$ cat src/rtl/systolic_array_ctrl.sv
// systolic_array_ctrl: sequences one clear/feed/settle/flag/flush/drain job on an ARRAY_DIM^2 FP MAC array
// Optional job-latency counter enabled by SYSTOLIC_PERF_CNT_EN.
module systolic_array_ctrl #(
  parameter int ARRAY_DIM    = 4,
  parameter int K_WIDTH      = 10,
  parameter int MULT_LAT     = 1,
  parameter int ADD_LAT      = 1,
  parameter int FLUSH_CYCLES = 4,
  parameter int ROW_W        = 2
) (
  input  logic                 clk,
  input  logic                 reset,
  input  logic                 start,
  input  logic [K_WIDTH-1:0]   k_len,
  output logic                 busy,
  output logic                 pe_clear,
  output logic [ARRAY_DIM-1:0] feed_en,
  output logic [K_WIDTH-1:0]   feed_cnt,
  output logic                 done_flag,
  output logic [ROW_W-1:0]     row_sel,
  output logic                 out_valid,
  input  logic                 out_ready,
  output logic                 job_done,
  output logic [31:0]          perf_cycles
);
  localparam int CW = K_WIDTH + 1;
  localparam logic [7:0] SETTLE_LAST = 8'(MULT_LAT + ADD_LAT - 1);
  localparam logic [7:0] FLUSH_LAST = 8'(FLUSH_CYCLES - 1);
  localparam logic [ROW_W-1:0] ROW_LAST = ROW_W'(ARRAY_DIM - 1);
  typedef enum logic [2:0] {IDLE, CLEAR, FEED, SETTLE, FLAG, FLUSH, DRAIN, DONE} state_t;
  state_t r_state;
  logic [K_WIDTH-1:0] r_k;
  logic [CW-1:0] r_fcnt;
  logic [7:0] r_pcnt;
  logic [CW-1:0] w_fnext;
  logic [CW-1:0] w_flen;
  logic [ARRAY_DIM-1:0] w_en;
  // Feed enables are registered, so they are derived from the count of the coming cycle.
  assign w_fnext = (r_state == FEED) ? r_fcnt + CW'(1) : '0;
  assign w_flen = {1'b0, r_k} + CW'(2 * (ARRAY_DIM - 1));
  for (genvar i = 0; i < ARRAY_DIM; i++) begin : g_en
    assign w_en[i] = (w_fnext >= CW'(i)) && (w_fnext < CW'(i) + {1'b0, r_k});
  end
  always_ff @(posedge clk or posedge reset) begin
    if (reset) begin
      r_state   <= IDLE;
      r_k       <= '0;
      r_fcnt    <= '0;
      r_pcnt    <= '0;
      busy      <= 1'b0;
      pe_clear  <= 1'b0;
      feed_en   <= '0;
      feed_cnt  <= '0;
      done_flag <= 1'b0;
      row_sel   <= '0;
      out_valid <= 1'b0;
      job_done  <= 1'b0;
    end else begin
      case (r_state)
        IDLE: if (start) begin
          r_k      <= k_len;
          busy     <= 1'b1;
          pe_clear <= 1'b1;
          r_state  <= CLEAR;
        end
        CLEAR: begin
          pe_clear <= 1'b0;
          if (r_k != '0) begin
            r_state  <= FEED;
            r_fcnt   <= '0;
            feed_cnt <= '0;
            feed_en  <= w_en;
          end else begin
            r_state   <= DRAIN;
            out_valid <= 1'b1;
            row_sel   <= '0;
          end
        end
        FEED: if (r_fcnt == w_flen - CW'(1)) begin
          r_state  <= SETTLE;
          r_pcnt   <= '0;
          feed_en  <= '0;
          feed_cnt <= '0;
        end else begin
          r_fcnt   <= w_fnext;
          feed_en  <= w_en;
          feed_cnt <= w_fnext[K_WIDTH] ? '1 : w_fnext[K_WIDTH-1:0];
        end
        SETTLE: if (r_pcnt == SETTLE_LAST) begin
          r_state   <= FLAG;
          done_flag <= 1'b1;
        end else begin
          r_pcnt <= r_pcnt + 8'd1;
        end
        FLAG: begin
          done_flag <= 1'b0;
          r_pcnt    <= '0;
          r_state   <= FLUSH;
        end
        FLUSH: if (r_pcnt == FLUSH_LAST) begin
          r_state   <= DRAIN;
          out_valid <= 1'b1;
          row_sel   <= '0;
        end else begin
          r_pcnt <= r_pcnt + 8'd1;
        end
        DRAIN: if (out_ready) begin
          if (row_sel == ROW_LAST) begin
            r_state   <= DONE;
            out_valid <= 1'b0;
            row_sel   <= '0;
            job_done  <= 1'b1;
          end else begin
            row_sel <= row_sel + ROW_W'(1);
          end
        end
        DONE: begin
          job_done <= 1'b0;
          busy     <= 1'b0;
          r_state  <= IDLE;
        end
      endcase
    end
  end
`ifdef SYSTOLIC_PERF_CNT_EN
  logic [31:0] r_perf;
  logic [31:0] w_perf_inc;
  assign w_perf_inc = &r_perf ? r_perf : r_perf + 32'd1;
  // The DONE cycle itself is counted, hence the incremented value is published.
  always_ff @(posedge clk or posedge reset) begin
    if (reset) begin
      r_perf      <= '0;
      perf_cycles <= '0;
    end else begin
      if (r_state == IDLE && start) r_perf <= '0;
      else if (busy) r_perf <= w_perf_inc;
      if (r_state == DONE) perf_cycles <= w_perf_inc;
    end
  end
`else
  assign perf_cycles = '0;
`endif
endmodule

$ cat config.mk
export PLATFORM = sky130hd
export DESIGN_NAME = systolic_array_ctrl
export DESIGN_NICKNAME = d
export VERILOG_FILES = /design/src/rtl/systolic_array_ctrl.sv
export SDC_FILE = /design/constraint.sdc
export NUM_CORES = 1
export LEC_CHECK = 0
export BUFFER_PORTS_ARGS = -buffer_cell sky130_fd_sc_hd__clkbuf_2
export CAP_MARGIN = 20
export CORE_MARGIN = 1
export CORE_UTILIZATION = 55
export CTS_CLUSTER_DIAMETER = 60
export CTS_CLUSTER_SIZE = 24
export DETAILED_ROUTE_END_ITERATION = 8
export HOLD_SLACK_MARGIN = 0.1
export PLACE_DENSITY = 0.77
export SYNTH_ARGS = -nofsm -noshare
export SYNTH_HDL_FRONTEND = slang
export SYNTH_SLANG_ARGS = --single-unit
$ cat constraint.sdc
create_clock -name clk -period 4.9 [get_ports clk]
set_input_delay 0.98 -clock clk [delete_from_list [all_inputs] [get_ports clk]]
set_output_delay 0.98 -clock clk [all_outputs]
set_load 0.05 [all_outputs]
==> key figures <==
Synthesis
  • Register bit total from synthesis: 53
  • Async set or reset register ratio after synthesis: 1.000
  • Synth unique cells: 64
  • Yosys top cell area share: 0.2866
  • Largest area contributor in the netlist: dfrtp_1
  • Top cells by count, synth: dfrtp_1 (53), ha_1 (43), nand2_1 (43)
  • Leading register cell type out of synthesis: dfrtp_1
  • Cells after synthesis: 531
  • Post-Syn Area per Cell: 8.714 µm²
  • Syn. warnings: 0
  • Synth top area cells: dfrtp_1 (29%), ha_1 (12%), xnor2_1 (7.4%)
  • Most numerous cell in the Yosys netlist: dfrtp_1
  • Register area share after synthesis: 0.2866
  • Synthesized area: 4627 µm²
  • Post-synth EDFFs: 0

Global routing
  • First-pass GRT wire length: 17530 µm
  • Gr usage total: 0.2568
  • Initial antenna violation count: 0
  • Global route overflow: 0
  • Number of global-route vias before repair: 3478
  • Pin count of the biggest net entering global routing: 54

Worst setup path
  • Crit start category: flip-flop
  • Reg2reg path depth: 12
  • Reg2reg setup slack: 1.38 ns
  • Worst setup EP type: flip-flop
  • CP startpoint: r_state[0]
  • Slowest CP cell: nor2_1
  • Crit Path Max Fanout: 15
  • Critical path cell sequence: inv_1 -> ha_1 -> nand2b_1 -> nor2_1 -> ha_1 -> o21a_1 -> o21ai_0 -> o21bai_1 -> maj3_1 -> nand4_1 -> a21oi_1 -> o41ai_1
  • CP arrival: 3.73 ns
  • Critical Path RT: 5.11 ns
  • Kind of critical path: reg2reg
  • Reg-to-reg endpoint: feed_en[1]
  • RR Startpoint: r_state[0]
  • Crit path top cell by count: ha_1
  • Slowest Stage Delay on Critical Path: 0.57 ns

Floorplanning
  • Die Y: 93.72 µm
  • Die W: 93.72 µm
  • FP Rows: 33
  • I/O pin cnt: 67
  • Starting density of the core: 0.5660
  • Core Region: 8175 µm²
  • Die area: 8783 µm²

Timing
  • Achievable frequency: 284.3 MHz
  • Fin. Hold Viols: 0
  • Setup TNS: 0 ns
  • Final Setup Violations: 0
  • RSZ-0062 raised after global routing: false
  • Final setup margin: 1.383 ns
  • Worst-Margin Slew: 1.008 ns
  • Final period util: 0.7178
  • Final Max Slew Viols: 0
  • Max-slew headroom: 0.3088
  • Fin crit period: 3.517 ns
  • Setup Skew: 0.01374 ns

Clocking
  • CTS buffer count: 5
  • Clock Tree Buf Depth: 2
  • H-tree depth: 2
  • Cts hold-fix bufs: 0
  • Root Driver: clkbuf_8
  • Clock Pin Slew Worst Setup and Hold Paths: 0.10 ns
  • Post-CTS Resized: 0
  • Setup bufs post-CTS: 0
  • CTS tree: done
  • Clock sinks: 53
  • Clock Latency Late Sink: 0.32 ns

Finish
  • Area grow syn2layout: 3.164%
  • Fin nets: 601
  • Share of cells above drive strength 1: 0.1305
  • # diodes: 0
  • Filler cells: 733
  • Seq. cell area: 1326 µm²
  • Final core occ: 0.5839
  • Multi-input logic area: 2967 µm²

Placed design
  • Input/output buffers: 34
  • DP Wirelength: 7977 µm
  • Placement Setup Slack: 1.422 ns
  • Placer Congestion: 0.9253

Detailed routing
  • Drt first pass iters: 5
  • Via Count: 3876
  • Post-route DRC: 0
  • Wire per inst: 16.78 µm
  • Starting DRT DRC Count: 338
  • Final WL: 10890 µm
  • Via density: 5.972
  • Final ANT Viol Nets: 0

Power
  • Maximum VDD drop: 292.1 µV
  • Total power: 2450 µW
  • Power Dens Cells: 513.3 nW/µm²
  • Leakage: 0.002137 µW

Status
  • Status: complete, no violations

Worst hold path
  • Hold Crit Depth: 2
  • Hold EP: feed_cnt[8]
  • Hold path start: feed_cnt[8]
  • Worst hold path type: reg2reg

Job
  • MaxCap Viol Count: 0
metrics by stage:
step	cell area (µm²)	cells	hold WS, ns
CTS	4773	649	0.4879
global route	4773	649	0.5063
global placement	4688	642	0.4619
finish	4773	649	0.4810
detailed placement	4688	642	0.4664
floorplan	4743	562	0.4521
cells in the final DEF, fill, tap and decap left out, types with 7 or more instances in the layout:
cell / Yosys / layout
nor3_1: 8 / 8
nand2b_1: 7 / 7
xnor2_1: 39 / 39
nor2_1: 34 / 34
dfrtp_1: 53 / 53
a21oi_1: 27 / 27
conb_1: 1 / 32
o21ai_0: 20 / 20
or3_1: 8 / 8
ha_1: 43 / 43
nand2_1: 43 / 43
a32o_1: 8 / 8
inv_1: 19 / 18
mux2_2: 19 / 19
o31ai_1: 17 / 17
nand3_1: 20 / 20
clkbuf_2: 0 / 34
and3_1: 7 / 7
nor2b_1: 10 / 10
sequential cells by signal (all words and copies together), names as in the netlist:
| register | count |
|---|---|
| r_fcnt | 11 |
| feed_cnt | 10 |
| r_k | 10 |
| r_pcnt | 8 |
| feed_en | 4 |
| r_state | 3 |
| row_sel | 2 |
| busy | 1 |
| done_flag | 1 |
| job_done | 1 |
| out_valid | 1 |
| pe_clear | 1 |
worst max path at each step:
stage	to	depth (start not counted)
after floorplan	feed_en[3]	14
after global placement	feed_en[3]	12
after detailed placement	feed_en[1]	12
after CTS	feed_en[1]	12
after global routing	feed_en[1]	12
final	feed_en[1]	12
report_power, final:
group / total [µW] / internal [µW] / switching (µW)
Clock: 251 / 99.0 / 152
Sequential: 767 / 536 / 232
Combinational: 1430 / 541 / 891
cells by family (layout without fill, tap and decap cells):
family,count (synthesis),in the layout,synth area share
AOI/OAI and AO/OA,115,115,0.1677
xor gates and xnor gates,42,42,0.07950
adders and majority gates,46,46,0.1228
buffers and inverters,81,63,0.09735
DFF,53,53,0.2866
muxes,24,24,0.05760
other,1,32,0.0008105
and+or+nand+nor,169,169,0.1877
layout make-up:
cell class,count,area share
clock inverter,2,0.003408
sequential,53,0.2779
timing repair buffer,37,0.04037
inverter,19,0.01494
tap,105,0.02752
clock buffer,5,0.01442
multi-input combinational,428,0.6215
critical path, delay by kind of cell (launching register included):
kind,cells,cell delay [ns]
flip-flops,1,0.42
buffers and inverters,1,0.10
AND/OR/NAND/NOR,3,1.07
adder cells (fa/ha/maj),3,1.12
AO/OA/AOI/OAI,5,0.70
routing by layer:
layer / wire (µm) / GRT usage
met5: 0 / 0
met4: 160 / 0.07179
met3: 660 / 0.04207
met2: 5036 / 0.4002
met1: 5033 / 0.3661
No activity file was read; power rests on OpenSTA's default activity.
